--- src/rtl/input_mapper.sv ---
// Player-input front end: PS/2 key decode, joystick merge, SOCD cleaning,
// coin pulse stretching and a global pause latch for 1-4 players.
module input_mapper #(
  parameter int PLAYERS     = 2,
  parameter int BUTTONS     = 3,
  parameter int COIN_CYCLES = 9600000
) (
  input  logic                       clk,
  input  logic                       reset,
  input  logic [10:0]                ps2_key,
  input  logic [PLAYERS*16-1:0]      joystick,
  input  logic [1:0]                 socd_mode,
  output logic [PLAYERS*4-1:0]       joy,
  output logic [PLAYERS*BUTTONS-1:0] buttons,
  output logic [PLAYERS-1:0]         start,
  output logic [PLAYERS-1:0]         coin,
  output logic                       pause,
  output logic [PLAYERS*2-1:0]       coin_state_dbg
);

  localparam int B_RIGHT = 0;
  localparam int B_LEFT  = 1;
  localparam int B_DOWN  = 2;
  localparam int B_UP    = 3;
  localparam int B_BTN0  = 4;
  localparam int B_START = 10;
  localparam int B_COIN  = 11;
  localparam int B_PAUSE = 12;

  localparam logic [1:0] COIN_IDLE  = 2'd0;
  localparam logic [1:0] COIN_PULSE = 2'd1;
  localparam logic [1:0] COIN_HOLD  = 2'd2;

  localparam int CW = (COIN_CYCLES > 1) ? $clog2(COIN_CYCLES) : 1;
  localparam logic [CW-1:0] COIN_LOAD = CW'(COIN_CYCLES - 1);

  // Key state is kept in the same bit layout as a joystick vector so the
  // merge is a plain OR. Result is {valid, bit index}.
  function automatic logic [4:0] p1_slot(input logic [7:0] code);
    case (code)
      8'h74:   p1_slot = {1'b1, 4'd0};
      8'h6B:   p1_slot = {1'b1, 4'd1};
      8'h72:   p1_slot = {1'b1, 4'd2};
      8'h75:   p1_slot = {1'b1, 4'd3};
      8'h14:   p1_slot = {1'b1, 4'd4};
      8'h11:   p1_slot = {1'b1, 4'd5};
      8'h29:   p1_slot = {1'b1, 4'd6};
      8'h12:   p1_slot = {1'b1, 4'd7};
      8'h1A:   p1_slot = {1'b1, 4'd8};
      8'h22:   p1_slot = {1'b1, 4'd9};
      8'h16:   p1_slot = {1'b1, 4'd10};
      8'h2E:   p1_slot = {1'b1, 4'd11};
      8'h4D:   p1_slot = {1'b1, 4'd12};
      default: p1_slot = 5'd0;
    endcase
  endfunction

  function automatic logic [4:0] p2_slot(input logic [7:0] code);
    case (code)
      8'h34:   p2_slot = {1'b1, 4'd0};
      8'h23:   p2_slot = {1'b1, 4'd1};
      8'h2B:   p2_slot = {1'b1, 4'd2};
      8'h2D:   p2_slot = {1'b1, 4'd3};
      8'h1C:   p2_slot = {1'b1, 4'd4};
      8'h1B:   p2_slot = {1'b1, 4'd5};
      8'h15:   p2_slot = {1'b1, 4'd6};
      8'h1D:   p2_slot = {1'b1, 4'd7};
      8'h24:   p2_slot = {1'b1, 4'd8};
      8'h2C:   p2_slot = {1'b1, 4'd9};
      8'h1E:   p2_slot = {1'b1, 4'd10};
      8'h36:   p2_slot = {1'b1, 4'd11};
      default: p2_slot = 5'd0;
    endcase
  endfunction

  logic        armed;
  logic        prev_tog;
  logic        key_evt;
  logic [4:0]  slot1;
  logic [4:0]  slot2;
  logic [15:0] kb_p1;
  logic [15:0] kb_p2;

  assign key_evt = armed && (ps2_key[10] != prev_tog);
  assign slot1   = p1_slot(ps2_key[7:0]);
  assign slot2   = p2_slot(ps2_key[7:0]);

  // The first edge after reset only captures the toggle bit (arming).
  always_ff @(posedge clk or posedge reset) begin
    if (reset) begin
      armed    <= 1'b0;
      prev_tog <= 1'b0;
      kb_p1    <= '0;
      kb_p2    <= '0;
    end else begin
      armed    <= 1'b1;
      prev_tog <= ps2_key[10];
      if (key_evt && slot1[4]) kb_p1[slot1[3:0]] <= ps2_key[9];
      if (key_evt && slot2[4]) kb_p2[slot2[3:0]] <= ps2_key[9];
    end
  end

  logic [PLAYERS-1:0] pause_vec;

  for (genvar p = 0; p < PLAYERS; p++) begin : g_player
    logic [15:0]        kb;
    logic [15:0]        raw;
    logic               prev_u, prev_d, prev_r, prev_l;
    logic               lat_v, lat_h, lat_v_nxt, lat_h_nxt;
    logic               up_c, down_c, right_c, left_c;
    logic [3:0]         joy_q;
    logic [BUTTONS-1:0] btn_q;
    logic               start_q;
    logic [1:0]         cstate;
    logic [CW-1:0]      ccnt;
    logic               coin_prev;
    logic               coin_q;
    logic               unused_raw;

    if (p == 0) begin : g_kb1
      assign kb = kb_p1;
    end else if (p == 1) begin : g_kb2
      assign kb = kb_p2;
    end else begin : g_kb0
      assign kb = '0;
    end

    assign raw        = joystick[16*p +: 16] | kb;
    assign unused_raw = ^raw;
    assign pause_vec[p] = raw[B_PAUSE];

    // lat_v: 1 = up was latest; lat_h: 1 = right was latest. Same-edge ties favour up/right.
    always_comb begin
      lat_v_nxt = lat_v;
      if (raw[B_UP] && !prev_u)          lat_v_nxt = 1'b1;
      else if (raw[B_DOWN] && !prev_d)   lat_v_nxt = 1'b0;
      lat_h_nxt = lat_h;
      if (raw[B_RIGHT] && !prev_r)       lat_h_nxt = 1'b1;
      else if (raw[B_LEFT] && !prev_l)   lat_h_nxt = 1'b0;

      up_c    = raw[B_UP];
      down_c  = raw[B_DOWN];
      right_c = raw[B_RIGHT];
      left_c  = raw[B_LEFT];
      case (socd_mode)
        2'd1: begin
          if (raw[B_UP] && raw[B_DOWN]) begin
            up_c   = 1'b0;
            down_c = 1'b0;
          end
          if (raw[B_RIGHT] && raw[B_LEFT]) begin
            right_c = 1'b0;
            left_c  = 1'b0;
          end
        end
        2'd2: begin
          if (raw[B_UP] && raw[B_DOWN]) begin
            up_c   = lat_v_nxt;
            down_c = !lat_v_nxt;
          end
          if (raw[B_RIGHT] && raw[B_LEFT]) begin
            right_c = lat_h_nxt;
            left_c  = !lat_h_nxt;
          end
        end
        default: ;
      endcase
    end

    always_ff @(posedge clk or posedge reset) begin
      if (reset) begin
        prev_u  <= 1'b0;
        prev_d  <= 1'b0;
        prev_r  <= 1'b0;
        prev_l  <= 1'b0;
        lat_v   <= 1'b0;
        lat_h   <= 1'b0;
        joy_q   <= '0;
        btn_q   <= '0;
        start_q <= 1'b0;
      end else begin
        prev_u  <= raw[B_UP];
        prev_d  <= raw[B_DOWN];
        prev_r  <= raw[B_RIGHT];
        prev_l  <= raw[B_LEFT];
        lat_v   <= lat_v_nxt;
        lat_h   <= lat_h_nxt;
        joy_q   <= {up_c, down_c, right_c, left_c};
        btn_q   <= raw[B_BTN0 +: BUTTONS];
        start_q <= raw[B_START];
      end
    end

    // Coin edges are only accepted once armed, so a coin held through reset
    // release is treated as already pressed.
    always_ff @(posedge clk or posedge reset) begin
      if (reset) begin
        cstate    <= COIN_IDLE;
        ccnt      <= '0;
        coin_prev <= 1'b0;
        coin_q    <= 1'b0;
      end else begin
        coin_prev <= raw[B_COIN];
        case (cstate)
          COIN_IDLE: begin
            if (armed && raw[B_COIN] && !coin_prev) begin
              cstate <= COIN_PULSE;
              ccnt   <= COIN_LOAD;
              coin_q <= 1'b1;
            end
          end
          COIN_PULSE: begin
            if (ccnt == '0) begin
              cstate <= COIN_HOLD;
              coin_q <= 1'b0;
            end else begin
              ccnt <= ccnt - CW'(1);
            end
          end
          COIN_HOLD: begin
            if (!raw[B_COIN]) cstate <= COIN_IDLE;
          end
          default: cstate <= COIN_IDLE;
        endcase
      end
    end

    assign joy[4*p +: 4]                 = joy_q;
    assign buttons[BUTTONS*p +: BUTTONS] = btn_q;
    assign start[p]                      = start_q;
    assign coin[p]                       = coin_q;
    assign coin_state_dbg[2*p +: 2]      = cstate;
  end

  logic pause_src;
  logic pause_prev;
  logic unused_top;

  assign pause_src  = |pause_vec;
  assign unused_top = ^{ps2_key[8], kb_p2};

  always_ff @(posedge clk or posedge reset) begin
    if (reset) begin
      pause      <= 1'b0;
      pause_prev <= 1'b0;
    end else begin
      pause_prev <= pause_src;
      if (pause_src && !pause_prev) pause <= !pause;
    end
  end

endmodule

--- config.mk ---
export PLATFORM = sky130hd
export DESIGN_NAME = input_mapper
export DESIGN_NICKNAME = d
export VERILOG_FILES = /design/src/rtl/input_mapper.sv
export SDC_FILE = /design/constraint.sdc
export NUM_CORES = 1
export LEC_CHECK = 0
export ABC_AREA = 1
export BUFFER_PORTS_ARGS = -buffer_cell sky130_fd_sc_hd__buf_4
export CORE_ASPECT_RATIO = 0.8
export CORE_MARGIN = 5
export CORE_UTILIZATION = 45
export CTS_CLUSTER_DIAMETER = 120
export DETAILED_ROUTE_END_ITERATION = 10
export SLEW_MARGIN = 0
export SYNTH_ARGS = -nofsm -noshare
export SYNTH_HDL_FRONTEND = slang
export SYNTH_SLANG_ARGS = --single-unit
--- constraint.sdc ---
create_clock -name clk -period 7.38 [get_ports clk]
set_input_delay 0.369 -clock clk [delete_from_list [all_inputs] [get_ports clk]]
set_output_delay 0.369 -clock clk [all_outputs]
set_load 0.05 [all_outputs]
==> flow_metrics.env <==
export IMPL_cts_resized=0
export IMPL_vdd_drop_max_uv=142.0
export IMPL_die_w_um=138.7
export IMPL_gp_congestion=0.9229
export IMPL_synth_top_area_cell="dfrtp_1"
export IMPL_syn_instance_count=810
export IMPL_critPathArrivalTime_ps=2540
export IMPL_initial_core_util=0.4616
export IMPL_sw_frac_of_total=0.3639
export IMPL_period_needed_ps=2264
export IMPL_grt_pass1_wl_um=24690
export IMPL_crit_fanout=24
export IMPL_synth_top_area_frac=0.4533
export IMPL_slew_viol_final=0
export IMPL_clock_path_buffers=2
export IMPL_ys_seq_elements=108
export IMPL_postRouteAntennaNets=0
export IMPL_cp_cell_sequence="nor2_1 -> nand2_1 -> nor2_1 -> nand3_1 -> nand2_2 -> nand2_2 -> inv_2 -> o21ai_0 -> nand3_1"
export IMPL_cts_hold_buf=0
export IMPL_layout_drive_gt1_share=0.1329
export IMPL_crit_buf_inv=1
export IMPL_clk_pin_slew_ps=80
export IMPL_p_clk_frac=0.287
export IMPL_clkSinkCount=108
export IMPL_grt_use_total=0.1901
export IMPL_synthMostInstantiatedCell="nand2_1"
export IMPL_path_delay_family="simple AND/OR/NAND/NOR gates"
export IMPL_syn_to_final_growth_pct=14.25
export IMPL_clk_latency_ps=350
export IMPL_rsz0062_at_grt="false"
export IMPL_finalHoldViolations=0
export IMPL_cp_end_kind="flip-flop"
export IMPL_status="completed"
export IMPL_p_int_mw=1.088
export IMPL_ys_warn_count=0
export IMPL_io_pins=70
export IMPL_cp_slowest_cell="dfrtp_1"
export IMPL_synth_fp_nets=863
export IMPL_insertedDiodeCount=0
export IMPL_core_um2=12920
export IMPL_rows=37
export IMPL_relSlewSlack=0.3630
export IMPL_r2r_start="g_player[0].ccnt[9]"
export IMPL_antenna_found_initial=0
export IMPL_worstSetupPathType="flip-flop to flip-flop"
export IMPL_netSwitchingPower_mw=0.6222
export IMPL_cts_setup_buffers=0
export IMPL_dp_final_hpwl_um=10490
export IMPL_dieArea_um2=15670
export IMPL_finalPower_mw=1.710
export IMPL_fin_crit_sh=0.3068
export IMPL_fp_dieH_um=113.0
export IMPL_ys_async_sr_fraction=1.000
export IMPL_drc_errors=0
export IMPL_start_kind="flip-flop"
export IMPL_cts_tree="yes"
export IMPL_powerDensity_nw_per_um2=251.0
export IMPL_clock_fmax_ghz=0.4416
export IMPL_min_path_type="primary input to asynchronous set/reset pin"
export IMPL_setup_worst_path_start="g_player[0].ccnt[9]"
export IMPL_portBuffers=56
export IMPL_wire_per_inst_um=13.52
export IMPL_tightest_slew_ps=955.5
export IMPL_synth_edf_count=0
export IMPL_finalClockSkew_ps=9.749
export IMPL_h_tree_depth=3
export IMPL_seqPwrFrac=0.449
export IMPL_synth_area_um2=5962
export IMPL_synth_area_leaders="dfrtp_1, nand2_1, nor2_1"
export IMPL_synth_flop_cell="dfrtp_1"
export IMPL_drt_iter0_drc=420
export IMPL_cts_root_buffer="clkbuf_16"
export IMPL_gr_total_overflow=0
export IMPL_seq_area_frac_synth=0.4533
export IMPL_num_vias=5296
export IMPL_final_setup_viol_count=0
export IMPL_routed_wl_um=14060
export IMPL_avgSynthCellArea_um2=7.360
export IMPL_nNetsFinal=913
export IMPL_timing_max_cap_violations=0
export IMPL_vias_per_cell=5.092
export IMPL_pwr_share_comb=0.264
export IMPL_setup_tns_ps=0
export IMPL_cts_made_buffers=9
export IMPL_cpPeakStageDelay_ps=420
export IMPL_required_ps=7660
export IMPL_dr_pass1_iters=5
export IMPL_power_leakage_nw=3.333
export IMPL_grt_start_max_net_pins=78
export IMPL_synth_cell_types=32
export IMPL_grt_pass1_vias=5221
export IMPL_synth_top_cells_by_count="nand2_1, nor2_1, dfrtp_1, inv_1, nand3_1"
per-layer routing:
layer / up-vias / global-route usage / routed length [um]
met5: - / 0 / 0
met4: 0 / 0.05346 / 220
met3: 14 / 0.04267 / 650
met2: 110 / 0.3023 / 6349
met1: 2499 / 0.2642 / 6839
li1: 2673 / - / -
power by group through the flow:
stage | Sequential, mW | Combinational (mW) | Clock, mW
after CTS | 0.767 | 0.452 | 0.509
after global placement | 0.774 | 0.441 | 0
after detailed placement | 0.776 | 0.450 | 0
after global routing | 0.782 | 0.516 | 0.532
after floorplan | 0.797 | 0.305 | 0
final | 0.768 | 0.451 | 0.491
kinds of logic after synthesis:
kind of cell               Yosys count  synth area share
and+or+nand+nor                    496            0.3647
DFF                                108            0.4533
buffers and inverters              101           0.07093
AOI/OAI and AO/OA                   78           0.06842
xor gates and xnor gates            20           0.02938
adders and majority gates            6           0.01259
other                                1         0.0006290
state kept, by name, summed over array words and instances, names as in the netlist:
register,flops
g_player.kb,20
g_player.ccnt,48
g_player.start_q,2
prev_tog,1
g_player.prev_r,2
g_player.coin_prev,2
g_player.cstate,4
g_player.lat_v,2
g_player.btn_q,6
pause,1
g_player.prev_u,2
g_player.coin_q,2
armed,1
g_player.lat_h,2
pause_prev,1
g_player.joy_q,8
g_player.prev_d,2
g_player.prev_l,2
layout by cell type (no fill, tap or decap), types with 2 or more instances in the layout:
master      Yosys  final
o31ai_1         3      3
clkinvlp_4      0      2
o22ai_1         4      4
nor2_4          5      5
dfrtp_1       108    108
buf_4           6     59
a21oi_1        17     17
inv_2           5      5
or2_2          15     15
nand2_2        11     11
nand3_1        72     72
nor2_2          3      3
inv_8           0      3
o21ai_0        47     47
a31oi_1         2      2
xor2_1         19     19
inv_1          75     74
nand4_1        20     20
nor2_1        144    144
clkbuf_16       0      9
o21ai_1         4      4
nor3_1          7      7
ha_1            6      6
nand2_1       204    204
nand3b_1       12     12
or2_1           2      2
final cells by class:
type / count / area, um^2
clock buffer: 10 / 239.0
tap: 175 / 219.0
multi-input combinational: 601 / 2836
timing repair buffer: 59 / 442.9
sequential: 108 / 2703
fill: 1291 / 6105
clock inverter: 6 / 65.06
inverter: 81 / 306.5
metrics by stage:
stage | instances | cell area (um^2) | setup WS [ps] | hold WS (ps) | utilization
6_report | 1040 | 6812 | 5116 | 17.89 | 0.5274
3_3_place_gp | 1024 | 6507 | 5189 | 359.9 | 0.5038
4_1_cts | 1040 | 6812 | 5116 | 22.21 | 0.5274
2_1_floorplan | 810 | 5962 | 4165 | 400.4 | -
3_5_place_dp | 1024 | 6507 | 5080 | 370.0 | 0.5038
5_1_grt | 1040 | 6812 | 4910 | 46.90 | 0.5274
path summary, 6_finish.rpt:
check	end	slack (ps)	depth (start not counted)
setup / recovery	g_player[0].ccnt[5]	5120	9
hold / removal	g_player[0].ccnt[5]	20	2
setup reg to reg	g_player[0].ccnt[5]	5120	9
hold reg to reg	g_player[1].kb[12]	390	0
max in group asynchronous	pause	6070	3
min in group clk	prev_tog	140	1
Note: power is estimated with default switching activity, not from simulation.
